[src/rtl/parity_pkg.sv]
// parity_pkg: shared state encoding and constants for the serial parity link.
package parity_pkg;
    typedef enum logic [2:0] {IDLE, START, DATA, PARITY, STOP} state_t;
    localparam int FRAME_OVERHEAD = 3;
    localparam logic EVEN = 1'b0;
    localparam logic ODD = 1'b1;
endpackage

[src/rtl/parity_tx_bit_timer.sv]
// bit_timer: divides the clock into bit periods; tick marks the last cycle of each period.
module bit_timer #(
    parameter int BAUD_DIV = 1
) (
    input  logic clk,
    input  logic rst,
    input  logic run,
    output logic tick
);
    localparam int CW = BAUD_DIV > 1 ? $clog2(BAUD_DIV) : 1;
    logic [CW-1:0] cnt;
    assign tick = run && cnt == CW'(BAUD_DIV - 1);
    always_ff @(posedge clk) begin
        if (rst || !run) cnt <= '0;
        else cnt <= tick ? '0 : cnt + 1'b1;
    end
endmodule

[src/rtl/parity_tx.sv]
// parity_tx: frames a parallel word as start, LSB-first data, parity and stop bits on tx.
module parity_tx
    import parity_pkg::*;
#(
    parameter int DATA_W = 4,
    parameter int PARITY_ODD = 0,
    parameter int BAUD_DIV = 1
) (
    input  logic              clk,
    input  logic              rst,
    input  logic              in_valid,
    input  logic [DATA_W-1:0] in_data,
    output logic              in_ready,
    output logic              tx,
    output logic              busy,
    output logic              par
);
    localparam int IW = DATA_W > 1 ? $clog2(DATA_W) : 1;
    localparam logic MODE = (PARITY_ODD != 0) ? ODD : EVEN;
    state_t state, nxt;
    logic tick, xfer, last_bit, par_nxt;
    logic [DATA_W-1:0] sh, sh_nxt;
    logic [IW-1:0] idx;
    bit_timer #(.BAUD_DIV(BAUD_DIV)) u_timer (
        .clk(clk),
        .rst(rst),
        .run(busy),
        .tick(tick)
    );
    // Ready in the final stop cycle lets the next frame start with no idle gap.
    assign in_ready = state == IDLE || (state == STOP && tick);
    assign xfer = in_valid && in_ready;
    assign last_bit = idx == IW'(DATA_W - 1);
    always_comb begin
        nxt = state;
        case (state)
            IDLE:    nxt = xfer ? START : IDLE;
            START:   nxt = tick ? DATA : START;
            DATA:    nxt = (tick && last_bit) ? PARITY : DATA;
            PARITY:  nxt = tick ? STOP : PARITY;
            STOP:    nxt = tick ? (xfer ? START : IDLE) : STOP;
            default: nxt = IDLE;
        endcase
    end
    assign sh_nxt = xfer ? in_data : (state == DATA && tick) ? sh >> 1 : sh;
    assign par_nxt = xfer ? ((^in_data) ^ MODE) : (nxt == IDLE) ? 1'b0 : par;
    // tx is registered from the next state so each bit appears the cycle it is entered.
    always_ff @(posedge clk) begin
        if (rst) begin
            state <= IDLE;
            idx <= '0;
            sh <= '0;
            par <= 1'b0;
            tx <= 1'b1;
            busy <= 1'b0;
        end else begin
            state <= nxt;
            sh <= sh_nxt;
            par <= par_nxt;
            busy <= nxt != IDLE;
            tx <= nxt == START ? 1'b0 : nxt == DATA ? sh_nxt[0] : nxt == PARITY ? par_nxt : 1'b1;
            if (state == DATA && tick) idx <= last_bit ? '0 : idx + 1'b1;
        end
    end
endmodule

[config.mk]
export PLATFORM = sky130hd
export DESIGN_NAME = parity_tx
export DESIGN_NICKNAME = d
export VERILOG_FILES = /design/src/rtl/parity_pkg.sv /design/src/rtl/parity_tx_bit_timer.sv /design/src/rtl/parity_tx.sv
export SDC_FILE = /design/constraint.sdc
export NUM_CORES = 1
export LEC_CHECK = 0
export ABC_AREA = 1
export ABC_CLOCK_PERIOD_IN_PS = 1900
export CAP_MARGIN = 20
export CORE_MARGIN = 5
export CORE_UTILIZATION = 35
export DETAILED_ROUTE_END_ITERATION = 10
export HOLD_SLACK_MARGIN = 0.03
export PLACE_DENSITY_LB_ADDON = 0.3
export SETUP_SLACK_MARGIN = 0.05
export SYNTH_ARGS = -nofsm -noshare
export SYNTH_HDL_FRONTEND = slang
export SYNTH_HIERARCHICAL = 1
export SYNTH_SLANG_ARGS = --single-unit
[constraint.sdc]
create_clock -name clk -period 1.9 [get_ports clk]
set_clock_uncertainty 0.05 [all_clocks]
set_input_delay 0.285 -clock clk [delete_from_list [all_inputs] [get_ports clk]]
set_output_delay 0.285 -clock clk [all_outputs]
set_load 0.03 [all_outputs]
==> out/summary.txt <==
PortBufs: 10
cts bufs inserted: 3
Die W: 52.87 um
Via density: 4.500
Post-Syn Nets: 99
largest net degree at the start of global routing: 9
CP Launch Type: flop
area of the multi-input gates: 319.1 um2
Post-synth top cells: nand2_1 (20), dfxtp_1 (13), inv_1 (12)
share of layout cells above drive strength 1: 0.1238
Final setup violation count: 0
Critical-path top delay cell: clkdlybuf4s50_1
DRT iter0 DRCs: 5
antenna violations before repair: 0
Fin. Hold Viols: 0
Core Box Area: 1745 um2
Clock transition at path regs: 0.08 ns
Unique masters post-synth: 27
Max Cap Violations: 0
Worst Hold Class: reg -> reg
share of the synthesized area in the top cell type: 0.4047
metal2 WL: 563 um
RSZ-0062 raised after global routing: false
Pre-Repair DR Iteration Count: 4
Die Span Y: 52.87 um
critical path class: reg -> out
H-tree level count: 1
CTS tree: built
Post-route DRC: 0
CP Depth: 1
Fmax: 614.3 MHz
Routed WL: 1237 um
DR vias: 585
Worst path max stage delay: 0.67 ns
cell taking the most area after synthesis: dfxtp_1
I/O pins: 11
WL met1: 595 um
Peak supply drop: 0.2754 mV
die area: 2795 um2
Core Rows: 15
root buffer cell: clkbuf_4
flops & latches, synth: 13
Reg area: 260.3 um2
Synth Warn #: 6
number of global-route vias before repair: 556
WL met3: 48 um
Top delay family on crit path: buffers and inverters
Ant. Diodes: 0
buffer depth of the longest clock path: 2
hold path depth: 2
Final Critical Period: 1.628 ns
post-synthesis sequential area ratio: 0.4047
# hold bufs at CTS: 0
Max Used Layer: met4
CP Data Required Time: 1.56 ns
cell area after layout: 799.5 um2
DP HPWL: 989.5 um
EDFF count, synth: 0
WHS: 0.4143 ns
Final Wtd Congestion: 0.8204
TNS Setup: 0 ns
status: completed
asr flop ratio synth: 0
CP Max Fanout: 2
crit path buf inv count: 1
post-synthesis cell area: 643.1 um2
ANT nets after route: 0
fin crit share: 0.8568
dpl cell area: 778.2 um2
cell leakage power: 0.3564 nW
count leader, synth: nand2_1
wire length per cell: 9.515 um
GR Overflow Total: 0
Critical Path Sink Type: primary output
Synth Flop Type: dfxtp_1
Final nets: 114
Area Growth Syn to Fin: 24.32%
Syn Area/Cell: 7.067 um2
Area contributors post-synth: dfxtp_1 (40%), nand2_1 (12%), inv_1 (7.0%), a21oi_1 (4.7%), nor2_1 (4.7%)
Starting Density: 0.3685
CTS Sinks: 13
post-CTS setup buffer count: 0
Final WS setup: 0.2720 ns
worst skew pair latency: 0.28 ns
global-route wire length before repair: 2118 um
PwrDens: 747.1 nW/um2
number of gates resized after cts: 1
worst-path cell chain: clkdlybuf4s50_1
Worst EP arrival: 1.29 ns
fillers: 196
Cells after Synth: 91
FF-to-FF path depth: 10
max-slew violation count: 0
overall routing resource usage: 0.1056
pre-CTS WS: 0.1650 ns
## per-layer routing
metal	global-route usage	vias to the layer above
li1	-	314
met1	0.1154	260
met2	0.1756	8
met3	0.03380	3
met4	0.06383	0
met5	0	-
## worst paths after layout
path,from,endpoint,slack [ns]
max,busy,busy,0.27
min reg2reg,sh[3],sh[3],0.41
min,sh[3],sh[3],0.41
max reg2reg,busy,tx,0.45
## through the flow
stage | util | power [mW] | cells
2_1_floorplan | - | 0.3863 | 91
3_3_place_gp | 0.4459 | 0.4324 | 126
3_5_place_dp | 0.4459 | 0.4350 | 126
4_1_cts | 0.4602 | 0.6098 | 130
5_1_grt | 0.4581 | 0.6360 | 130
6_report | 0.4581 | 0.5973 | 130
## flip-flops by register name (all words and copies together) (netlist names)
| register | count |
|---|---|
| sh | 4 |
| state | 3 |
| idx | 2 |
| busy | 1 |
| par | 1 |
| tx | 1 |
| u_timer/cnt | 1 |
## kinds of logic after synthesis
| logic type | count (synthesis) | synth area share |
|---|---|---|
| adders and majority gates | 1 | 0.01945 |
| and+or+nand+nor | 43 | 0.3113 |
| other | 1 | 0.005831 |
| xor gates and xnor gates | 2 | 0.02724 |
| DFF | 13 | 0.4047 |
| buffers and inverters | 17 | 0.09920 |
| AOI/OAI and AO/OA | 14 | 0.1323 |
## report_power, final
part | internal, mW | switching (mW)
Sequential | 0.289 | 0.00921
Combinational | 0.0520 | 0.0740
Clock | 0.0814 | 0.0912
## cell usage in the layout, fill, tap and decap left out, drive strengths merged
cell           Yosys  layout
inv               13      13
a22oi              1       1
clkbuf             1       5
nand2             22      22
ha                 1       1
nor3               1       1
xnor2              1       1
nand3              6       6
conb               1       1
o211a              1       1
clkinv             3       3
buf                0       1
a31oi              1       1
nand2b             2       2
nor2              10      10
nand4              1       1
or2                1       1
a21oi              6       6
dfxtp             13      13
xor2               1       1
clkdlybuf4s50      0       9
o21a               1       1
o21ai              4       4
## area by class of cell
| class | count | area share |
|---|---|---|
| multi-input combinational | 61 | 0.3991 |
| sequential | 13 | 0.3255 |
| timing repair buffer | 11 | 0.1283 |
| inverter | 16 | 0.07512 |
| tap | 25 | 0.03912 |
| clock buffer | 4 | 0.03286 |
No activity file was read; power rests on OpenSTA's default activity.
==> variant 1 (config.mk and constraints unchanged) <==
Set the parameter `PARITY_ODD` to 1 (it was 0).
--- a/src/rtl/parity_tx.sv
+++ b/src/rtl/parity_tx.sv
@@ -3,7 +3,7 @@
     import parity_pkg::*;
 #(
     parameter int DATA_W = 4,
-    parameter int PARITY_ODD = 0,
+    parameter int PARITY_ODD = 1,
     parameter int BAUD_DIV = 1
 ) (
     input  logic              clk,
Behaviour: not the same (Yosys sat finds a counterexample within 4 cycles, from zero or initial values and one cycle with rst high).
==> variant 1 against the unedited design <==
Setup slack gained 0.019 ns; die area grew 3.5%; largest cell class unchanged; routed wire length grew 0.16%; sequential cell count is the same; register-to-register slack gained 0.06 ns; combinational power grew 7%; cell area grew 3.4%; critical path depth is the same; synthesized area grew 4.3%; power grew 0.62%; via count shrank 1.2%; sequential share of layout area shrank 1.1 points.
==> variant 1: results (changes against the unedited design) <==
| Metric | Value |
|---|---|
| Largest net degree at the start of global routing | 9 (unchanged) |
| Crit-path max cell delay | 0.67 ns (about the same) |
| Adder-cell area share of the yosys netlist | 1.87% (-0.080 points) |
| Post-Synth XOR/XNOR Area | 2.61% (-0.11 points) |
| Yosys cell types | 27 (unchanged) |
| Gpl congestion | 0.773 (-5.7%) |
| Worst Hold Path EP | sh[3]$_SDFFE_PP0P_ |
| Commonest cells in the netlist | nand2_1 (21), dfxtp_1 (13), inv_1 (11) |
| Total GRT Usage | 10.4% (-0.19 points) |
| Compound-Gate Fraction of Synth Area | 11.4% (-1.8 points) |
| Top flop regs | sh (4), state (3), idx (2) |
| # diodes | 0 (unchanged) |
| Synth top area cells | dfxtp_1 (39%), nand2_1 (12%), inv_1 (6.2%) |
| DRT Pass-1 Iters | 3 (-1) |
| Critical Path Sink | par |
| R2r endpoint | tx$_SDFF_PP1_ |
| Clk pin slew, worst setup/hold paths | 0.08 ns (about the same) |
| Hold Buf Count CTS | 0 (unchanged) |
| Via density per instance | 4.45 (-1.2%) |
| Reg2Reg Setup Slack | 0.51 ns (+0.06 ns) |
| CP Launch Point | par$_SDFF_PP0_ |
| Status | finished clean |
| Vias in the first global route | 537 (-3.4%) |
| Layout cell share with drive strength beyond 1 | 16.2% (+3.8 points) |
| Synth Warn # | 6 (unchanged) |
| Comb group | 135 µW (+7%) |
| Leakage | 0.358 nW (+0.49%) |
| DP Wirelength | 1010 µm (+2.1%) |
| Post-synth net total | 99 (unchanged) |
| Max IR drop VDD | 0.359 mV (+30%) |
| Multi-input gate area | 354 µm² (+11%) |
| Num CTS Buffers | 3 (unchanged) |
| Final nets | 114 (unchanged) |
| Seq pwr share | 49.7% (-0.3 points) |
| GR Layer Usage met3 | 2.49% (-0.89 points) |
| # fillers | 181 (-7.7%) |
| Worst Hold Launch | sh[3]$_SDFFE_PP0P_ |
| CP top delay family | buffers and inverters |
| Initial antenna violation count | 0 (unchanged) |
| Worst path arrival time | 1.27 ns (-0.02 ns) |
| DR WL/cell | 9.53 µm (+0.16%) |
| Slowest CP cell | clkdlybuf4s50_1 |
| Crit Reg-Reg Startpoint | busy$_SDFF_PP0_ |
| Worst hold margin | 0.416 ns (+0.00186 ns) |
| Clock power share | 27.8% (-1.1 points) |
| Register area share after synthesis | 38.8% (-1.7 points) |
| Met2 Resource Use GR | 16.5% (-1.0 points) |
| Port Buf Inserts | 10 (unchanged) |
| Clk Latency, worst-skew pair | 0.27 ns |
| Int Power | 427 µW (+0.85%) |
| Post-CTS repair timing setup buffer count | 0 (unchanged) |
| Grt met1 use | 12.9% (+1.4 points) |
| DR iter-0 viols | 11 (+6) |
| First-pass GRT wire length | 2150 µm (+1.3%) |
| # H-tree levels | 1 (unchanged) |
| Dpl cell area | 806 µm² (+3.5%) |
| Type of the worst min-delay path | reg -> reg |
| Worst reg-to-reg path cell count | 10 (unchanged) |
[variant 1: changes by cell type after synthesis, sizes merged]
cell and change:
xor2 -1, xnor2 +1, nor2 +1, nor3 -1, clkbuf -1, nand3 +1, clkinv -2, o21ai -1
nand2 +2, buf +1
[variant 1: final cells by class]
class | count | share of cell area, %
clock buffer | 4 | 3.18
sequential | 13 | 31.5
tap | 25 | 3.78
multi-input combinational | 63 | 42.8
inverter | 14 | 6.35
timing repair buffer | 11 | 12.4
[variant 1: per-layer routing]
layer	part of all wire [%]	wire length, µm	up-vias
li1	-	-	320
met2	42	525	12
met3	4.9	61	4
met1	50	625	242
met4	2.2	27	0
met5	0	0	-
[variant 1: per-stage QoR]
stage                     util (%)  setup slack, ns  cells
after floorplan                  -            0.245     91
after global placement        45.2            0.202    126
after detailed placement      45.2            0.184    126
after CTS                     46.6            0.164    130
after global routing          46.4            0.205    130
final                         46.4            0.291    130
==> variant 2 (same settings) <==
Without the edit above. Re-encode `state_t` (5 states) as one-hot, 5 bits wide.
--- a/src/rtl/parity_pkg.sv
+++ b/src/rtl/parity_pkg.sv
@@ -1,6 +1,6 @@
 // parity_pkg: shared state encoding and constants for the serial parity link.
 package parity_pkg;
-    typedef enum logic [2:0] {IDLE, START, DATA, PARITY, STOP} state_t;
+    typedef enum logic [4:0] {IDLE = 5'b00001, START = 5'b00010, DATA = 5'b00100, PARITY = 5'b01000, STOP = 5'b10000} state_t;
     localparam int FRAME_OVERHEAD = 3;
     localparam logic EVEN = 1'b0;
     localparam logic ODD = 1'b1;
Behaviour: same outputs for any inputs over 10 cycles, from zero or initial values and one cycle with rst high; not proved beyond that.
==> variant 2 against the unedited design <==
Routed wire length increased by 25%; power is 24% higher; critical endpoint is now in_ready; synthesized area is 21% higher; combinational power is 63% higher; non-clock buffer count rose by 1; setup slack worse by 0.044 ns; sequential cell count increased by 2; cell area rose by 18%; highest routed layer unchanged; critical path type unchanged; hold slack gained 0.021 ns.
==> variant 2: results (changes against the unedited design) <==
| Metric | Value |
|---|---|
| First-pass GRT wire length | 2960 µm (+40%) |
| Number of flip-flops in the largest register | 5 (+1) |
| Fin crit share | 88.0% (+2.3 points) |
| Commonest cells in the netlist | nand2_1 (16), dfxtp_1 (15), nor2_1 (12) |
| Worst path arrival time | 1.34 ns (+0.05 ns) |
| DRT met1 WL | 647 µm (+8.7%) |
| # diodes | 0 (unchanged) |
| Vias | 664 (+14%) |
| Largest net degree at the start of global routing | 10 (+1) |
| DRT Pass-1 Iters | 5 (+1) |
| # fillers | 240 (+22%) |
| Place WS | 0.0764 ns (-0.0886 ns) |
| Met2 Wirelength | 819 µm (+45%) |
| DR iter-0 viols | 17 (+12) |
| CP Launch Point | state[3]$_SDFF_PP0_ |
| Status | finished clean |
| Leakage | 0.429 nW (+20%) |
| Worst reg-to-reg path cell count | 12 (+2) |
| Gpl congestion | 0.874 (+6.5%) |
| Top flop regs | state (5), sh (4), idx (2) |
| CP top delay family | simple AND/OR/NAND/NOR gates |
| Final nets | 123 (+7.9%) |
| Dominant synthesized flop cell | dfxtp_1 |
| Critical Path Sink | in_ready |
| Layout cell share with drive strength beyond 1 | 23.7% (+11 points) |
| Routed WL | 1550 µm (+25%) |
| Sw power | 244 µW (+40%) |
| Yosys cell types | 26 (-3.7%) |
| Dpl cells | 138 (+9.5%) |
| Total GRT Usage | 11.4% (+0.86 points) |
| Worst Hold Path EP | sh[3]$_SDFFE_PP0P_ |
| Max IR drop VDD | 0.369 mV (+34%) |
| Slowest CP cell | dfxtp_1 |
| Vias in the first global route | 734 (+32%) |
| Register area share after synthesis | 38.7% (-1.8 points) |
| Reg2Reg Setup Slack | 0.35 ns (-0.10 ns) |
| Metal3 WL | 53 µm (+10%) |
| Crit-path max FO | 4 (+2) |
| Synth top area cells | dfxtp_1 (39%), nand2_1 (7.7%), nor2_1 (5.8%) |
| Dpl cell area | 922 µm² (+18%) |
| Post-Syn Area per Cell | 7.84 µm² (+11%) |
| Port Buf Inserts | 10 (unchanged) |
| Post-synth net total | 107 (+8.1%) |
| DP Wirelength | 1250 µm (+26%) |
| DR WL/cell | 10.9 µm (+15%) |
| Crit-path max cell delay | 0.34 ns (-0.33 ns) |
variant 2: changes by cell type after synthesis, moves of 3 or more:
cell	change
nand2_1	-4
nor2_1	+4
a21oi_1	-3
clkinv_1	-3
nand3_2	+3
variant 2: routing by layer:
metal / global-route usage, % / up-vias
li1: - / 349
met1: 11.6 / 298
met2: 20.7 / 13
met3: 2.94 / 4
met4: 6.95 / 0
met5: 0 / -
variant 2: cells by family after synthesis:
| family | Yosys count | share of synthesized area (%) |
|---|---|---|
| DFF | 15 | 38.7 |
| and+or+nand+nor | 52 | 37.3 |
| other | 1 | 0.483 |
| adders and majority gates | 1 | 1.61 |
| xor gates and xnor gates | 3 | 3.39 |
| buffers and inverters | 14 | 7.74 |
| AOI/OAI and AO/OA | 13 | 10.8 |
variant 2: power by group through the flow:
| stage | Combinational (mW) | Sequential (mW) | Clock, mW |
|---|---|---|---|
| after floorplan | 0.128 | 0.378 | 0 |
| after global placement | 0.208 | 0.363 | 0 |
| after detailed placement | 0.213 | 0.364 | 0 |
| after CTS | 0.211 | 0.357 | 0.192 |
| after global routing | 0.230 | 0.360 | 0.208 |
| final | 0.205 | 0.356 | 0.179 |
variant 2: layout make-up:
type / instances / area share, %
sequential: 15 / 31.8
clock buffer: 3 / 2.38
timing repair buffer: 12 / 11.7
tap: 28 / 3.71
clock inverter: 1 / 0.530
multi-input combinational: 70 / 44.0
inverter: 13 / 5.96
variant 2: through the flow:
step / hold WS, ns / utilization, %
final: 0.436 / 43.5
after global routing: 0.458 / 43.5
after CTS: 0.439 / 43.8
after detailed placement: 0.426 / 42.5
after global placement: 0.424 / 42.5
after floorplan: 0.382 / -
variant 2: timing repair:
action | in CTS | in global routing
hold endpoints to repair | 0 | 0
gates cloned | 0 | 0
endpoints found under the setup margin | 1 | 1
resized for setup | 2 | 1
